==> src/rtl/mem_arbiter.sv <==
// Two-master arbiter for a picorv32-style memory bus: alternating priority on ties,
// no preemption, and a bus-fault timeout that completes a stalled transfer with error data.
module mem_arbiter #(
  parameter int unsigned TIMEOUT_CYCLES = 1024,
  parameter logic [31:0] ERR_RDATA      = 32'hDEADBEEF
) (
  input  logic        clk,
  input  logic        reset,
  input  logic        m0_valid,
  input  logic [31:0] m0_addr,
  input  logic [31:0] m0_wdata,
  input  logic [3:0]  m0_wstrb,
  output logic        m0_ready,
  output logic [31:0] m0_rdata,
  input  logic        m1_valid,
  input  logic [31:0] m1_addr,
  input  logic [31:0] m1_wdata,
  input  logic [3:0]  m1_wstrb,
  output logic        m1_ready,
  output logic [31:0] m1_rdata,
  output logic        s_valid,
  output logic [31:0] s_addr,
  output logic [31:0] s_wdata,
  output logic [3:0]  s_wstrb,
  input  logic        s_ready,
  input  logic [31:0] s_rdata,
  output logic [1:0]  grant,
  output logic        err,
  output logic [31:0] err_addr,
  input  logic        err_clr
);

  typedef enum logic [1:0] {
    IDLE = 2'b00,
    GNT0 = 2'b01,
    GNT1 = 2'b10
  } state_t;

  localparam bit          LP_TIMEOUT_EN = (TIMEOUT_CYCLES != 0);
  localparam logic [15:0] LP_LAST_COUNT = 16'(TIMEOUT_CYCLES - 1);

  state_t      r_state;
  state_t      w_nextState;
  logic        r_lastOwner;
  logic [15:0] r_count;
  logic        r_err;
  logic [31:0] r_errAddr;
  logic        w_gnt0;
  logic        w_gnt1;
  logic        w_timeoutHit;
  logic        w_done;

  // Reset masks the grant combinationally so nothing completes while it is held.
  assign w_gnt0       = (r_state == GNT0) & ~reset;
  assign w_gnt1       = (r_state == GNT1) & ~reset;
  assign w_timeoutHit = LP_TIMEOUT_EN & (w_gnt0 | w_gnt1) & ~s_ready & (r_count == LP_LAST_COUNT);
  assign w_done       = (w_gnt0 | w_gnt1) & (s_ready | w_timeoutHit);

  always_ff @(posedge clk) begin
    if (reset) r_state <= IDLE;
    else       r_state <= w_nextState;
  end

  // r_lastOwner = 1 means m1 was granted last, so m0 wins the next tie.
  always_comb begin
    w_nextState = r_state;
    case (r_state)
      IDLE: begin
        if (m0_valid && m1_valid) w_nextState = r_lastOwner ? GNT0 : GNT1;
        else if (m0_valid)        w_nextState = GNT0;
        else if (m1_valid)        w_nextState = GNT1;
        else                      w_nextState = IDLE;
      end
      GNT0, GNT1: if (w_done) w_nextState = IDLE;
      default:    w_nextState = IDLE;
    endcase
  end

  always_ff @(posedge clk) begin
    if (reset) begin
      r_lastOwner <= 1'b1;
      r_count     <= '0;
    end else begin
      if (r_state == IDLE && w_nextState != IDLE) r_lastOwner <= (w_nextState == GNT1);
      if (r_state == IDLE)  r_count <= '0;
      else if (!s_ready)    r_count <= r_count + 16'd1;
    end
  end

  // A simultaneous clear and new fault behaves as clear-then-set, so the address is recaptured.
  always_ff @(posedge clk) begin
    if (reset) begin
      r_err     <= 1'b0;
      r_errAddr <= '0;
    end else if (w_timeoutHit) begin
      r_err <= 1'b1;
      if (!r_err || err_clr) r_errAddr <= s_addr;
    end else if (err_clr) begin
      r_err <= 1'b0;
    end
  end

  always_comb begin
    grant    = {w_gnt1, w_gnt0};
    s_valid  = w_gnt0 | w_gnt1;
    s_addr   = (r_state == GNT1) ? m1_addr  : m0_addr;
    s_wdata  = (r_state == GNT1) ? m1_wdata : m0_wdata;
    s_wstrb  = w_gnt0 ? m0_wstrb : (w_gnt1 ? m1_wstrb : 4'b0000);
    m0_ready = w_gnt0 & w_done;
    m1_ready = w_gnt1 & w_done;
    m0_rdata = '0;
    m1_rdata = '0;
    if (w_gnt0) m0_rdata = w_timeoutHit ? ERR_RDATA : s_rdata;
    if (w_gnt1) m1_rdata = w_timeoutHit ? ERR_RDATA : s_rdata;
    err      = r_err;
    err_addr = r_errAddr;
  end

endmodule

==> config.mk <==
export PLATFORM = sky130hd
export DESIGN_NAME = mem_arbiter
export DESIGN_NICKNAME = d
export VERILOG_FILES = /design/src/rtl/mem_arbiter.sv
export SDC_FILE = /design/constraint.sdc
export NUM_CORES = 1
export LEC_CHECK = 0
export ABC_AREA = 1
export ABC_CLOCK_PERIOD_IN_PS = 1800
export BUFFER_PORTS_ARGS = -buffer_cell sky130_fd_sc_hd__buf_2
export CAP_MARGIN = 10
export CORE_AREA = 2 2 134 136
export CTS_CLUSTER_SIZE = 8
export DETAILED_ROUTE_END_ITERATION = 8
export DIE_AREA = 0 0 136 138
export GPL_TIMING_DRIVEN = 1
export HOLD_SLACK_MARGIN = 0.12
export PLACE_DENSITY_LB_ADDON = 0.3
export SLEW_MARGIN = 20
export SYNTH_ARGS = -nofsm -noshare
export SYNTH_HDL_FRONTEND = slang
export SYNTH_SLANG_ARGS = --single-unit
==> constraint.sdc <==
create_clock -name clk -period 1.8 [get_ports clk]
set_input_delay 0.09 -clock clk [delete_from_list [all_inputs] [get_ports clk]]
set_output_delay 0.09 -clock clk [all_outputs]
set_load 0.005 [all_outputs]
# After elaboration in Yosys (flattened, before gate mapping)
# Index checks and enable logic that the tools add are counted.
op_classes:
  n_mul: 0
  muxes: 15
  div: 0
  n_bitwise: 11
  addsub: 1
  shift: 0
  n_reduce_logical: 10
  eq_ne: 4
  order_cmp: 0
ops:
  columns: ["cell", "n"]
  rows:
  - ["$mux W32", 5]
  - ["$add A16 B1 Y16 const B", 1]
  - ["$eq A16 B10 Y1 const B", 1]
  - ["$mux W2", 5]
  - ["$mux W4", 2]
  - ["$and A1 B1 Y1", 7]
  - ["$eq A2 B2 Y1 const B", 2]
  - ["$pmux W2 S2", 1]
  - ["$reduce_bool A2 Y1", 2]
  - ["$reduce_or A2 Y1", 2]
  - ["$eq A2 B1 Y1 const B", 1]
  - ["$logic_and A1 B1 Y1", 2]
  - ["$logic_not A2 Y1", 1]
  - ["$mux W1", 2]
  - ["$not A1 Y1", 2]
  - ["$or A1 B1 Y1", 2]
  - ["$reduce_and A2 Y1", 1]
  - ["$logic_not A1 Y1", 1]
  - ["$logic_or A1 B1 Y1", 1]
totals:
  regBits: 52
  wordCells: 46
  rom_bits: 0
  mem_count: 0
  out_inout_bits: 170
  latch_bits: 0
  ramBits: 0

# Depth between registers and ports, before layout
depth:
  word_depth: 11
  depth_mapped: 13

# Least setup slack after synthesis
# No wires, ideal clock.
synth_timing:
  path_kind: "reg2out"
  from: "register r_state[0]"
  to: "output s_wdata[11]"
  path_stages_with_launch: 9
  n_path_buf: 3
  path_slack_ps: 41
  t_arrival_ps: 1669
  cell_sequence: "dfxtp_1 inv_1 ha_1 inv_2 clkbuf_1 clkbuf_1 buf_1 nand2_1 nand2_1"
synth_between:
  elab_chain_len: 2
synth_rtl:
  columns: ["element", "line", "source"]
  rows:
  - ["start: declaration", "42", "state_t r_state;"]
  - ["start signal: assignment", "61", "else r_state <= w_nextState;"]
  - ["$eq A2 B2 Y1", "107", "s_wdata = (r_state == GNT1) ? m1_wdata : m0_wdata;"]
  - ["$mux W32", "107", null]
  - ["end: declaration", "23", "output logic [31:0] s_wdata,"]
# Every way passes these cells.

# Final worst setup path
layout_timing:
  from: "register r_state[0]"
  to: "output m1_rdata[24]"
layout_between:
  elab_chain_len: 7
  elab_cells_between_ends: 9
  classes_between: "eq/ne (2); mux (2); bitwise (5)"
layout_rtl:
  columns: ["element", "line", "source"]
  rows:
  - ["$eq A2 B1 Y1 / $eq A2 B2 Y1 (equally long branches)", "54, 55", null]
  - ["$and A1 B1 Y1 (on tied branches)", "54, 55", null]
  - ["$or A1 B1 Y1", "56", "assign w_timeoutHit = LP_TIMEOUT_EN & (w_gnt0 | w_gnt1) & ~s_ready & (r_count == LP_LAST_COUNT);"]
  - ["$and A1 B1 Y1 (2 in a row)", "56", null]
  - ["$mux W32", "114", "if (w_gnt1) m1_rdata = w_timeoutHit ? ERR_RDATA : s_rdata;"]
  - ["$mux W32 *", "114", null]
  - ["end: declaration", "20", "output logic [31:0] m1_rdata,"]
# Every way passes the cells marked *; elsewhere a longest branch is shown, timed or not.

==> results.sh <==
export IMPL_port_buffer_count=343
export IMPL_start_util_pct=21.61
export IMPL_layout_drive_gt1_share_pct=47.35
export IMPL_cts_buffers=5
export IMPL_max_cap_violations=0
export IMPL_crit_top_cell="inv_4"
export IMPL_slew_headroom_pct=75.20
export IMPL_ir_drop_v=0.0003463
export IMPL_overflow=0
export IMPL_cp_slowest_stage_delay_ps=370
export IMPL_grt_usage_pct=16.27
export IMPL_antenna_found_initial=0
export IMPL_cp_arrival_ps=1880
export IMPL_yosysWarnings=0
export IMPL_min_path_cells=2
export IMPL_grt_pass1_vias=4637
export IMPL_p_per_area_nw_per_um2=499.8
export IMPL_drv_slew=0
export IMPL_dp_cells=1256
export IMPL_dpl_worst_slack_ps=-7.741
export IMPL_design_core_area_sq_um=17530
export IMPL_area_growth_synth_to_final_pct=80.61
export IMPL_power_total_mw=3.420
export IMPL_drcViolationCount=0
export IMPL_p_comb_share_pct=33.5
export IMPL_antenna_cells=0
export IMPL_synth_top_cell_area_share_pct=27.48
export IMPL_drt_vias_per_instance=4.161
export IMPL_p_clk_share_pct=32.2
export IMPL_die_y_um=138
export IMPL_final_common_cell="buf_2"
export IMPL_cts_tree="built"
export IMPL_grt_pass1_wl_mm=24.03
export IMPL_rsz0062_at_grt="true"
export IMPL_post_route_period_util_pct=109.3
export IMPL_vias=5355
export IMPL_startpoint_type="flop"
export IMPL_critPathTopFamily="buffers and inverters"
export IMPL_num_rows=49
export IMPL_synth_area_sq_um=3789
export IMPL_min_period_ps=1968
export IMPL_path_buf_inv=6
export IMPL_setup_viol=96
export IMPL_die_area_sq_um=18770
export IMPL_p_sw_mw=1.085
export IMPL_syn_nets=868
export IMPL_crit_chain="inv_4 > ha_4 > inv_4 > nor2_4 > buf_6 > clkinvlp_4 > buf_4 > nor3_2 > buf_2"
export IMPL_yosys_area_top_type="dfxtp_1"
export IMPL_synthTopCellsByArea="dfxtp_1, nand2_1, inv_1, a21oi_1, nor2_1"
export IMPL_htreeDepth=2
export IMPL_layout_nets=1236
export IMPL_fmax_mhz=508.2
export IMPL_grt_max_degree=65
export IMPL_finClkSkew_ps=7.011
export IMPL_rr_worst_depth=13
export IMPL_power_leakage_nw=3.893
export IMPL_sw_frac_of_total_pct=31.73
export IMPL_clk_latency_ps=290
export IMPL_violations="negative setup slack"
export IMPL_fin_ws_ps=-167.6
export IMPL_outcome="finished, violations left"
export IMPL_hold_class="input port to flop"
export IMPL_gp_congestion=0.7950
export IMPL_wl_per_cell_um=13.34
export IMPL_cp_num_cells=9
export IMPL_required_ps=1710
export IMPL_worst_setup_path_type="flop to primary output"
export IMPL_critPathMaxFanout=8
export IMPL_synth_seq_cells=52
export IMPL_synth_cell_types=31
export IMPL_timing_setup_tns_ps=-8417
export IMPL_die_width_um=136
export IMPL_slowest_stage="dfxtp_4"
export IMPL_tightest_slew_ps=372.1
export IMPL_cts_sinks=52
export IMPL_first_pass_iters=4
export IMPL_seqPwrFrac_pct=34.4
export IMPL_io_pins=344
export IMPL_avgSynthCellArea_sq_um=5.499
export IMPL_p_int_mw=2.335
export IMPL_drt_iter0_markers=107
export IMPL_instances_no_fill=1287
export IMPL_path_clk_slew_ps=70
export IMPL_clockBufferDepth=2
export IMPL_synth_seq_area_share_pct=27.48
export IMPL_synth_cells=689
export IMPL_cp_end_kind="primary output"
export IMPL_clock_root_buffer="clkbuf_16"
export IMPL_fin_util_pct=39.03
export IMPL_drt_wl_total_mm=17.17
export IMPL_layout_common_cells="buf_2, nand2_1, inv_1, a21oi_2, dfxtp_1"
export IMPL_hold_viol_final=0
export IMPL_hpwlAfterDp_mm=12.88
export IMPL_ant_nets=0
==> routing by layer <==
layer	routed length, um	track usage, %	up-vias
met5	0	0	-
met1	6546	17.14	2303
met4	326	4.605	0
li1	-	-	2814
met2	9109	31.98	222
met3	1186	3.117	16
==> area by class of cell <==
cell class	count	area [sq um]
fill	1897	10690
multi-input combinational	469	2414
timing repair buffer	400	2409
sequential	52	1057
inverter	129	509.2
tap	229	286.5
clock buffer	5	125.1
clock inverter	3	42.54
==> flip-flops by register name (all words and copies together), names as in the netlist <==
signal       cells
err              1
r_lastOwner      1
r_state          2
err_addr        32
r_count         16
==> what timing repair did <==
item	4_1_cts	5_1_grt
gates resized for setup	67	59
endpoints found under the setup margin	72	143
buffers inserted	20	3
endpoints found under the hold margin	1	0
hold buffers	1	0
pin swaps	7	8
cloned	3	3
==> cell families after synthesis <==
| family | after synthesis | synth area share [%] |
|---|---|---|
| buffers and inverters | 168 | 17.90 |
| flip-flops | 52 | 27.48 |
| AND/OR/NAND/NOR | 354 | 37.98 |
| XOR/XNOR | 2 | 0.4624 |
| adder cells (fa/ha/maj) | 5 | 1.651 |
| AO/OA/AOI/OAI | 108 | 14.53 |
==> cells in the mapped netlist <==
library cell,number
ha_1,5
nor2_4,2
nor4_2,1
inv_2,2
nand4_1,1
buf_4,2
o21bai_1,1
o21ai_1,32
o21ai_0,10
inv_4,1
nor4_1,1
nand2_1,260
o211ai_1,1
nor3_1,19
buf_6,4
dfxtp_1,52
clkbuf_1,25
nor4_4,1
nand3_1,14
nand2_4,1
o21a_1,2
inv_1,126
nand3b_1,1
nor3_2,1
nor2_2,1
xor2_1,2
nand2_2,1
buf_2,6
nor2_1,50
a21oi_1,62
buf_1,2
==> path summary, 6_finish.rpt <==
kind	end	slack (ps)	start
min reg2reg	r_count[5]$_SDFFE_PP0N_	480	r_count[5]$_SDFFE_PP0N_
min	r_state[1]$_SDFF_PP0_	140	reset
max reg2reg	err_addr[26]$_SDFFE_PP0P_	-50	r_state[1]$_SDFF_PP0_
max	m1_rdata[24]	-170	r_state[0]$_SDFF_PP0_
==> power groups by stage <==
stage               Sequential, mW  Clock [mW]  Combinational, mW
global placement              1.20           0               1.03
finish                        1.18        1.10               1.14
global route                  1.18        1.18               1.27
detailed placement            1.20           0               1.03
CTS                           1.17        1.14               1.10
floorplan                     1.20           0              0.443
==> per-stage QoR <==
step	cell area (sq um)	hold WS, ps
final	6843	139.4
after global routing	6843	156.7
after CTS	6559	141.7
after detailed placement	5921	411.3
after global placement	5921	412.1
after floorplan	3789	230.5
Note: power is estimated with default switching activity, not from simulation.
